**config.mk**
```make
export PLATFORM = sky130hd
export DESIGN_NAME = ysyx_25040109_mdu_flat
export DESIGN_NICKNAME = d
export VERILOG_FILES = /design/src/rtl/ysyx_25040109_mdu_if.sv /design/src/rtl/ysyx_25040109_mdu.sv /design/src/flat_wrapper.sv
export SDC_FILE = /design/constraint.sdc
export NUM_CORES = 2
export LEC_CHECK = 0
export ABC_AREA = 0
export ABC_CLOCK_PERIOD_IN_PS = 15800
export CAP_MARGIN = 20
export CORE_MARGIN = 3
export CORE_UTILIZATION = 55
export DETAILED_ROUTE_END_ITERATION = 12
export PLACE_DENSITY = 0.71
export SLEW_MARGIN = 20
export SYNTH_ARGS = -nofsm -noshare
export SYNTH_HDL_FRONTEND = slang
export SYNTH_SLANG_ARGS = --single-unit
export TNS_END_PERCENT = 5
```
**constraint.sdc**
```tcl
create_clock -name clk -period 15.8 [get_ports clk]
set_input_delay 1.58 -clock clk [delete_from_list [all_inputs] [get_ports clk]]
set_output_delay 1.58 -clock clk [all_outputs]
set_load 0.02 [all_outputs]
```
**src/rtl/ysyx_25040109_mdu_if.sv**
```systemverilog
// rtl/ysyx_25040109_mdu_if.sv - request/response handshake bundle for the multiply/divide unit
interface ysyx_25040109_mdu_if #(
  parameter int XLEN  = 32,
  parameter int TAG_W = 5
);
  logic             in_valid;
  logic             in_ready;
  logic [2:0]       in_funct3;
  logic [XLEN-1:0]  in_a;
  logic [XLEN-1:0]  in_b;
  logic [TAG_W-1:0] in_tag;
  logic             flush;
  logic             out_valid;
  logic             out_ready;
  logic [XLEN-1:0]  out_result;
  logic [TAG_W-1:0] out_tag;
  logic             busy;

  modport master (
    output in_valid, in_funct3, in_a, in_b, in_tag, flush, out_ready,
    input  in_ready, out_valid, out_result, out_tag, busy
  );

  modport slave (
    input  in_valid, in_funct3, in_a, in_b, in_tag, flush, out_ready,
    output in_ready, out_valid, out_result, out_tag, busy
  );
endinterface

```
**src/rtl/ysyx_25040109_mdu.sv**
```systemverilog
// rtl/ysyx_25040109_mdu.sv - RV M-extension multiply/divide unit with valid/ready handshakes
// Define YSYX_25040109_MDU_PERF_EN to add per-class completed-result counters.
module ysyx_25040109_mdu #(
  parameter int XLEN       = 32,
  parameter int MUL_STAGES = 2,
  parameter int TAG_W      = 5
) (
  input  logic clk,
  input  logic rst,
`ifdef YSYX_25040109_MDU_PERF_EN
  output logic [31:0] perf_mul_cnt,
  output logic [31:0] perf_div_cnt,
`endif
  ysyx_25040109_mdu_if.slave bus
);

  typedef enum logic [1:0] {IDLE, MUL, DIV, DONE} state_t;

  localparam int CW = $clog2(XLEN) + 1;
  localparam logic [CW-1:0]   MUL_LAST = CW'(MUL_STAGES - 2);
  localparam logic [CW-1:0]   DIV_LAST = CW'(XLEN - 1);
  localparam logic [XLEN-1:0] MIN_INT  = {1'b1, {(XLEN-1){1'b0}}};

  state_t           r_state;
  logic             r_in_ready;
  logic             r_out_valid;
  logic             r_busy;
  logic [XLEN-1:0]  r_out_result;
  logic [TAG_W-1:0] r_out_tag;
  logic [TAG_W-1:0] r_tag;
  logic [1:0]       r_op;
  logic [XLEN-1:0]  r_a;
  logic [XLEN-1:0]  r_b;
  logic [XLEN-1:0]  r_rem;
  logic [XLEN-1:0]  r_quot;
  logic [XLEN-1:0]  r_divisor;
  logic             r_neg_q;
  logic             r_neg_r;
  logic [CW-1:0]    r_cnt;

  // Operands widened to 2*XLEN with per-op sign extension; the low half is sign-agnostic.
  function automatic logic [XLEN-1:0] mul_sel(input logic [1:0] op,
                                              input logic [XLEN-1:0] a,
                                              input logic [XLEN-1:0] b);
    logic              a_s;
    logic              b_s;
    logic [2*XLEN-1:0] a_x;
    logic [2*XLEN-1:0] b_x;
    logic [2*XLEN-1:0] p;
    a_s = a[XLEN-1] & (op != 2'b11);
    b_s = b[XLEN-1] & (op == 2'b01);
    a_x = {{XLEN{a_s}}, a};
    b_x = {{XLEN{b_s}}, b};
    p   = a_x * b_x;
    return (op == 2'b00) ? p[XLEN-1:0] : p[2*XLEN-1:XLEN];
  endfunction

  logic            w_accept;
  logic            w_sdiv;
  logic            w_b_zero;
  logic            w_ovf;
  logic            w_special;
  logic [XLEN-1:0] w_special_res;
  logic [XLEN-1:0] w_abs_a;
  logic [XLEN-1:0] w_abs_b;

  assign w_accept      = bus.in_valid & r_in_ready;
  assign w_sdiv        = ~bus.in_funct3[0];
  assign w_b_zero      = (bus.in_b == '0);
  assign w_ovf         = w_sdiv & (bus.in_a == MIN_INT) & (bus.in_b == '1);
  assign w_special     = w_b_zero | w_ovf;
  assign w_special_res = w_b_zero ? (bus.in_funct3[1] ? bus.in_a : '1)
                                  : (bus.in_funct3[1] ? '0 : MIN_INT);
  assign w_abs_a       = (w_sdiv & bus.in_a[XLEN-1]) ? -bus.in_a : bus.in_a;
  assign w_abs_b       = (w_sdiv & bus.in_b[XLEN-1]) ? -bus.in_b : bus.in_b;

  // One restoring step: the dividend sits in r_quot and shifts out MSB-first into r_rem.
  logic [XLEN:0]   w_rem_sh;
  logic            w_fit;
  logic [XLEN-1:0] w_rem_nx;
  logic [XLEN-1:0] w_quot_nx;
  logic [XLEN-1:0] w_div_res;

  assign w_rem_sh  = {r_rem, r_quot[XLEN-1]};
  assign w_fit     = (w_rem_sh >= {1'b0, r_divisor});
  assign w_rem_nx  = w_fit ? (w_rem_sh[XLEN-1:0] - r_divisor) : w_rem_sh[XLEN-1:0];
  assign w_quot_nx = {r_quot[XLEN-2:0], w_fit};
  assign w_div_res = r_op[1] ? (r_neg_r ? -w_rem_nx : w_rem_nx)
                             : (r_neg_q ? -w_quot_nx : w_quot_nx);

  always_ff @(posedge clk) begin
    if (rst) begin
      r_state      <= IDLE;
      r_in_ready   <= 1'b1;
      r_out_valid  <= 1'b0;
      r_busy       <= 1'b0;
      r_out_result <= '0;
      r_out_tag    <= '0;
      r_cnt        <= '0;
    end else if (bus.flush) begin
      r_state     <= IDLE;
      r_in_ready  <= 1'b1;
      r_out_valid <= 1'b0;
      r_busy      <= 1'b0;
      r_cnt       <= '0;
    end else begin
      case (r_state)
        IDLE: begin
          if (w_accept) begin
            r_op       <= bus.in_funct3[1:0];
            r_tag      <= bus.in_tag;
            r_a        <= bus.in_a;
            r_b        <= bus.in_b;
            r_cnt      <= '0;
            r_in_ready <= 1'b0;
            r_busy     <= 1'b1;
            if (!bus.in_funct3[2]) begin
              if (MUL_STAGES == 1) begin
                r_state      <= DONE;
                r_out_valid  <= 1'b1;
                r_out_result <= mul_sel(bus.in_funct3[1:0], bus.in_a, bus.in_b);
                r_out_tag    <= bus.in_tag;
              end else begin
                r_state <= MUL;
              end
            end else if (w_special) begin
              r_state      <= DONE;
              r_out_valid  <= 1'b1;
              r_out_result <= w_special_res;
              r_out_tag    <= bus.in_tag;
            end else begin
              r_state   <= DIV;
              r_rem     <= '0;
              r_quot    <= w_abs_a;
              r_divisor <= w_abs_b;
              r_neg_q   <= w_sdiv & (bus.in_a[XLEN-1] ^ bus.in_b[XLEN-1]);
              r_neg_r   <= w_sdiv & bus.in_a[XLEN-1];
            end
          end
        end
        MUL: begin
          if (r_cnt == MUL_LAST) begin
            r_state      <= DONE;
            r_out_valid  <= 1'b1;
            r_out_result <= mul_sel(r_op, r_a, r_b);
            r_out_tag    <= r_tag;
          end else begin
            r_cnt <= r_cnt + CW'(1);
          end
        end
        DIV: begin
          r_rem  <= w_rem_nx;
          r_quot <= w_quot_nx;
          if (r_cnt == DIV_LAST) begin
            r_state      <= DONE;
            r_out_valid  <= 1'b1;
            r_out_result <= w_div_res;
            r_out_tag    <= r_tag;
          end else begin
            r_cnt <= r_cnt + CW'(1);
          end
        end
        DONE: begin
          if (bus.out_ready) begin
            r_state     <= IDLE;
            r_out_valid <= 1'b0;
            r_in_ready  <= 1'b1;
            r_busy      <= 1'b0;
          end
        end
      endcase
    end
  end

  assign bus.in_ready   = r_in_ready;
  assign bus.out_valid  = r_out_valid;
  assign bus.out_result = r_out_result;
  assign bus.out_tag    = r_out_tag;
  assign bus.busy       = r_busy;

`ifdef YSYX_25040109_MDU_PERF_EN
  logic r_is_div;
  logic w_take;

  assign w_take = (r_state == DONE) & bus.out_ready;

  always_ff @(posedge clk) begin
    if (rst) begin
      perf_mul_cnt <= '0;
      perf_div_cnt <= '0;
      r_is_div     <= 1'b0;
    end else if (!bus.flush) begin
      if (w_accept) r_is_div <= bus.in_funct3[2];
      if (w_take) begin
        if (r_is_div) perf_div_cnt <= perf_div_cnt + 32'd1;
        else          perf_mul_cnt <= perf_mul_cnt + 32'd1;
      end
    end
  end
`else
  // Counters are absent in this build.
`endif

endmodule

```
**src/flat_wrapper.sv**
```systemverilog
// flat-port wrapper written by rule: the top's interface ports become plain ports
module ysyx_25040109_mdu_flat 
#(
  parameter int XLEN       = 32,
  parameter int MUL_STAGES = 2,
  parameter int TAG_W      = 5
)
  (clk, rst, bus_in_valid, bus_in_funct3, bus_in_a, bus_in_b, bus_in_tag, bus_flush, bus_out_ready, bus_in_ready, bus_out_valid, bus_out_result, bus_out_tag, bus_busy);
  ysyx_25040109_mdu_if #(.XLEN(XLEN), .TAG_W(TAG_W)) bus_i ();
  input  logic clk;
  input  logic rst;
  input wire logic [$bits(bus_i.in_valid)-1:0] bus_in_valid;
  input wire logic [$bits(bus_i.in_funct3)-1:0] bus_in_funct3;
  input wire logic [$bits(bus_i.in_a)-1:0] bus_in_a;
  input wire logic [$bits(bus_i.in_b)-1:0] bus_in_b;
  input wire logic [$bits(bus_i.in_tag)-1:0] bus_in_tag;
  input wire logic [$bits(bus_i.flush)-1:0] bus_flush;
  input wire logic [$bits(bus_i.out_ready)-1:0] bus_out_ready;
  output wire logic [$bits(bus_i.in_ready)-1:0] bus_in_ready;
  output wire logic [$bits(bus_i.out_valid)-1:0] bus_out_valid;
  output wire logic [$bits(bus_i.out_result)-1:0] bus_out_result;
  output wire logic [$bits(bus_i.out_tag)-1:0] bus_out_tag;
  output wire logic [$bits(bus_i.busy)-1:0] bus_busy;
  assign bus_i.in_valid = bus_in_valid;
  assign bus_i.in_funct3 = bus_in_funct3;
  assign bus_i.in_a = bus_in_a;
  assign bus_i.in_b = bus_in_b;
  assign bus_i.in_tag = bus_in_tag;
  assign bus_i.flush = bus_flush;
  assign bus_i.out_ready = bus_out_ready;
  assign bus_in_ready = bus_i.in_ready;
  assign bus_out_valid = bus_i.out_valid;
  assign bus_out_result = bus_i.out_result;
  assign bus_out_tag = bus_i.out_tag;
  assign bus_busy = bus_i.busy;
  ysyx_25040109_mdu #(.XLEN(XLEN), .MUL_STAGES(MUL_STAGES), .TAG_W(TAG_W)) u_core (.clk(clk), .rst(rst), .bus(bus_i));
endmodule
```
==> results.yml <==
run_status:
  status: "complete, no violations"
timing:
  setup_tns_ns: 0
  timing.hold.ws_ns: 0.466
  hold_viol: 0
  drv_slew: 0
  max_freq_mhz: 102
  worstMarginPinSlew_ns: 1.05
  grt_setup_unrepaired: "no"
  final.min_clock_period_ns: 9.76
  final.setup_skew_ns: 0.0130
  relSlewSlack: 0.294
  fin_crit_sh: 0.618
  setup_violations: 0
clocking:
  ctsHoldBuffers: 0
  path_clk_slew_ns: 0.07
  cts_setup_buffers: 0
  h-tree-depth: 1
  cts_tree: "built"
  cts_made_buffers: 23
  clkLatencyLatePin_ns: 0.54
  cts_root_buffer: "clkbuf_16"
  ctsResizeCount: 0
  clk_path_buf_depth: 3
  cts.sinks: 217
worst_setup_path:
  required_ns: 16.23
  arrival_ns: 10.19
  cp_max_fo: 37
  cp-end-kind: "register"
  slowest_delay_ns: 0.87
  crit_path_start_kind: "register"
  slowest_stage: "fa_1"
  path_class: "register to register"
synthesis:
  syn_area_um2: 52000
  synthCells: 5749
  ys.flop_type: "edfxtp_1"
  ys_ff_latch: 217
  synth_enable_flop_cells: 169
  ys_warn_count: 0
  synth_cell_types: 101
  syn_nets: 7207
  ys_seq_area_frac: 0.116
  synth-async-reset-ratio: 0
  synth_area_per_cell_um2: 9.05
grt:
  grt_pass1_wl_um: 244000
  grt_antenna_before_repair: 3
  grt_usage: 0.322
  grt_pass1_vias: 42700
  globalRouteOverflowTotal: 0
  grt_max_degree: 65
placement:
  portBuffers: 116
  placed_cells: 6918
  place.detailed.hpwl_um: 121000
  gp_congestion: 1.03
run:
  drv_cap: 0
routing:
  ant_nets: 0
  drtIter0Drc: 3572
  first_pass_iters: 6
  routedWlPerCell_um: 22.1
  drc_errors: 0
  drt_wl_total_um: 154000
  vias_per_cell: 5.80
  via_count: 40300
finish:
  syn_to_final_growth_pct: 5.86
  layout-drive-gt1-share: 0.0335
  fin_nets: 7147
  n_fill_cell: 8301
  diodes: 0
  layoutNonFillerInstCount: 6959
floorplanning:
  ios: 117
  design.core.area_um2: 93600
  die_w_um: 314
  fp.dieH_um: 314
  rows: 112
  die_area_um2: 98300
  initial_core_util: 0.556
min_path:
  hold_class: "register to register"
## cells in the final DEF, fill, tap and decap left out, types with 34 or more instances in the layout
cell | netlist | layout
a21oi_1 | 155 | 155
and2_1 | 286 | 286
buf_4 | 2 | 88
clkdlybuf4s50_1 | 0 | 116
dfxtp_1 | 48 | 48
edfxtp_1 | 169 | 169
fa_1 | 1126 | 1126
ha_1 | 255 | 254
inv_1 | 1274 | 1274
mux2i_1 | 34 | 34
nand2_1 | 947 | 946
nor2_1 | 183 | 182
nor3_1 | 41 | 39
o21ai_0 | 185 | 185
xnor2_1 | 120 | 120
xor2_1 | 89 | 89
## worst max-delay path, delay by kind of cell, from the launching register on
family | cells | cell delay (ns)
and+or+nand+nor | 7 | 1.80
DFF | 1 | 0.37
buffers and inverters | 10 | 1.63
AOI/OAI and AO/OA | 5 | 1.16
adders and majority gates | 9 | 4.64
## path summary, 6_finish.rpt
kind,from,end,slack [ns],cells past startpoint
worst min-delay path,u_core.bus.out_result[0]$_SDFFE_PP0P_,u_core.bus.out_result[0]$_SDFFE_PP0P_,0.47,2
worst min register to register,u_core.bus.out_result[0]$_SDFFE_PP0P_,u_core.bus.out_result[0]$_SDFFE_PP0P_,0.47,2
worst max-delay path,u_core.r_op[1]$_DFFE_PP_,u_core.bus.out_result[27]$_SDFFE_PP0P_,6.04,31
worst max register to register,u_core.r_op[1]$_DFFE_PP_,u_core.bus.out_result[27]$_SDFFE_PP0P_,6.04,31
## Yosys cell counts (22+ instances only)
master / n / area [µm²]
mux2i_1: 34 / 340
nand4_1: 31 / 194
nor4_1: 22 / 138
clkbuf_1: 265 / 995
o21ai_0: 185 / 926
o31ai_1: 23 / 173
a21oi_1: 155 / 776
xnor2_1: 120 / 1050
nor2_1: 183 / 687
and3_1: 26 / 163
ha_1: 255 / 3190
nor3_1: 41 / 205
inv_1: 1274 / 4780
a21o_1: 31 / 233
nand2_1: 947 / 3550
and2_1: 286 / 1790
edfxtp_1: 169 / 5070
fa_1: 1126 / 22500
nand3_1: 30 / 150
xor2_1: 89 / 780
nand2b_1: 30 / 188
dfxtp_1: 48 / 961
## per-layer routing
| layer | part of all wire | up-vias | wire length [µm] | global-route usage |
|---|---|---|---|---|
| met5 | 0 | - | 0 | 0 |
| met4 | 0.045 | 0 | 6980 | 0.115 |
| met3 | 0.097 | 403 | 14900 | 0.0563 |
| met2 | 0.46 | 2070 | 71400 | 0.520 |
| met1 | 0.39 | 20500 | 60600 | 0.440 |
| li1 | - | 17400 | - | - |
## final cells by class
class                      instances  area [µm²]  area share
clock buffer                      30         642      0.0117
sequential                       217        6040       0.110
clock inverter                    11         139     0.00252
tap                             1254        1570      0.0285
inverter                        1276        4790      0.0870
multi-input combinational       3967       40100       0.728
timing repair buffer             204        1820      0.0331
## flip-flops by register name, indices dropped and copies added (netlist names)
signal / flops
u_core.bus.in_ready: 1
u_core.r_b: 32
u_core.r_tag: 5
u_core.r_op: 2
u_core.r_quot: 32
u_core.r_a: 32
u_core.bus.out_tag: 5
u_core.bus.out_result: 32
u_core.r_rem: 32
u_core.r_cnt: 6
u_core.r_neg_r: 1
u_core.bus.out_valid: 1
u_core.r_neg_q: 1
u_core.r_divisor: 32
u_core.r_state: 2
u_core.bus.busy: 1
## cell families (layout without fill, tap and decap cells)
family / after synthesis / count (layout) / share of synthesized area
adders and majority gates: 1381 / 1381 / 0.495
muxes: 35 / 35 / 0.00676
and+or+nand+nor: 1705 / 1705 / 0.152
xor gates and xnor gates: 209 / 209 / 0.0352
buffers and inverters: 1565 / 1521 / 0.114
DFF: 217 / 217 / 0.116
AOI/OAI and AO/OA: 637 / 637 / 0.0808
## metrics by stage
stage / setup WS (ns) / util / instance area (µm²)
after CTS: 6.14 / 0.588 / 55100
after global routing: 5.41 / 0.588 / 55100
after floorplan: 7.28 / - / 52000
after global placement: 6.32 / 0.580 / 54300
after detailed placement: 6.18 / 0.580 / 54300
final: 6.04 / 0.588 / 55100
Power is not shown: default switching activity piles up to over one toggle a cycle in this logic, so the estimate is an artifact.
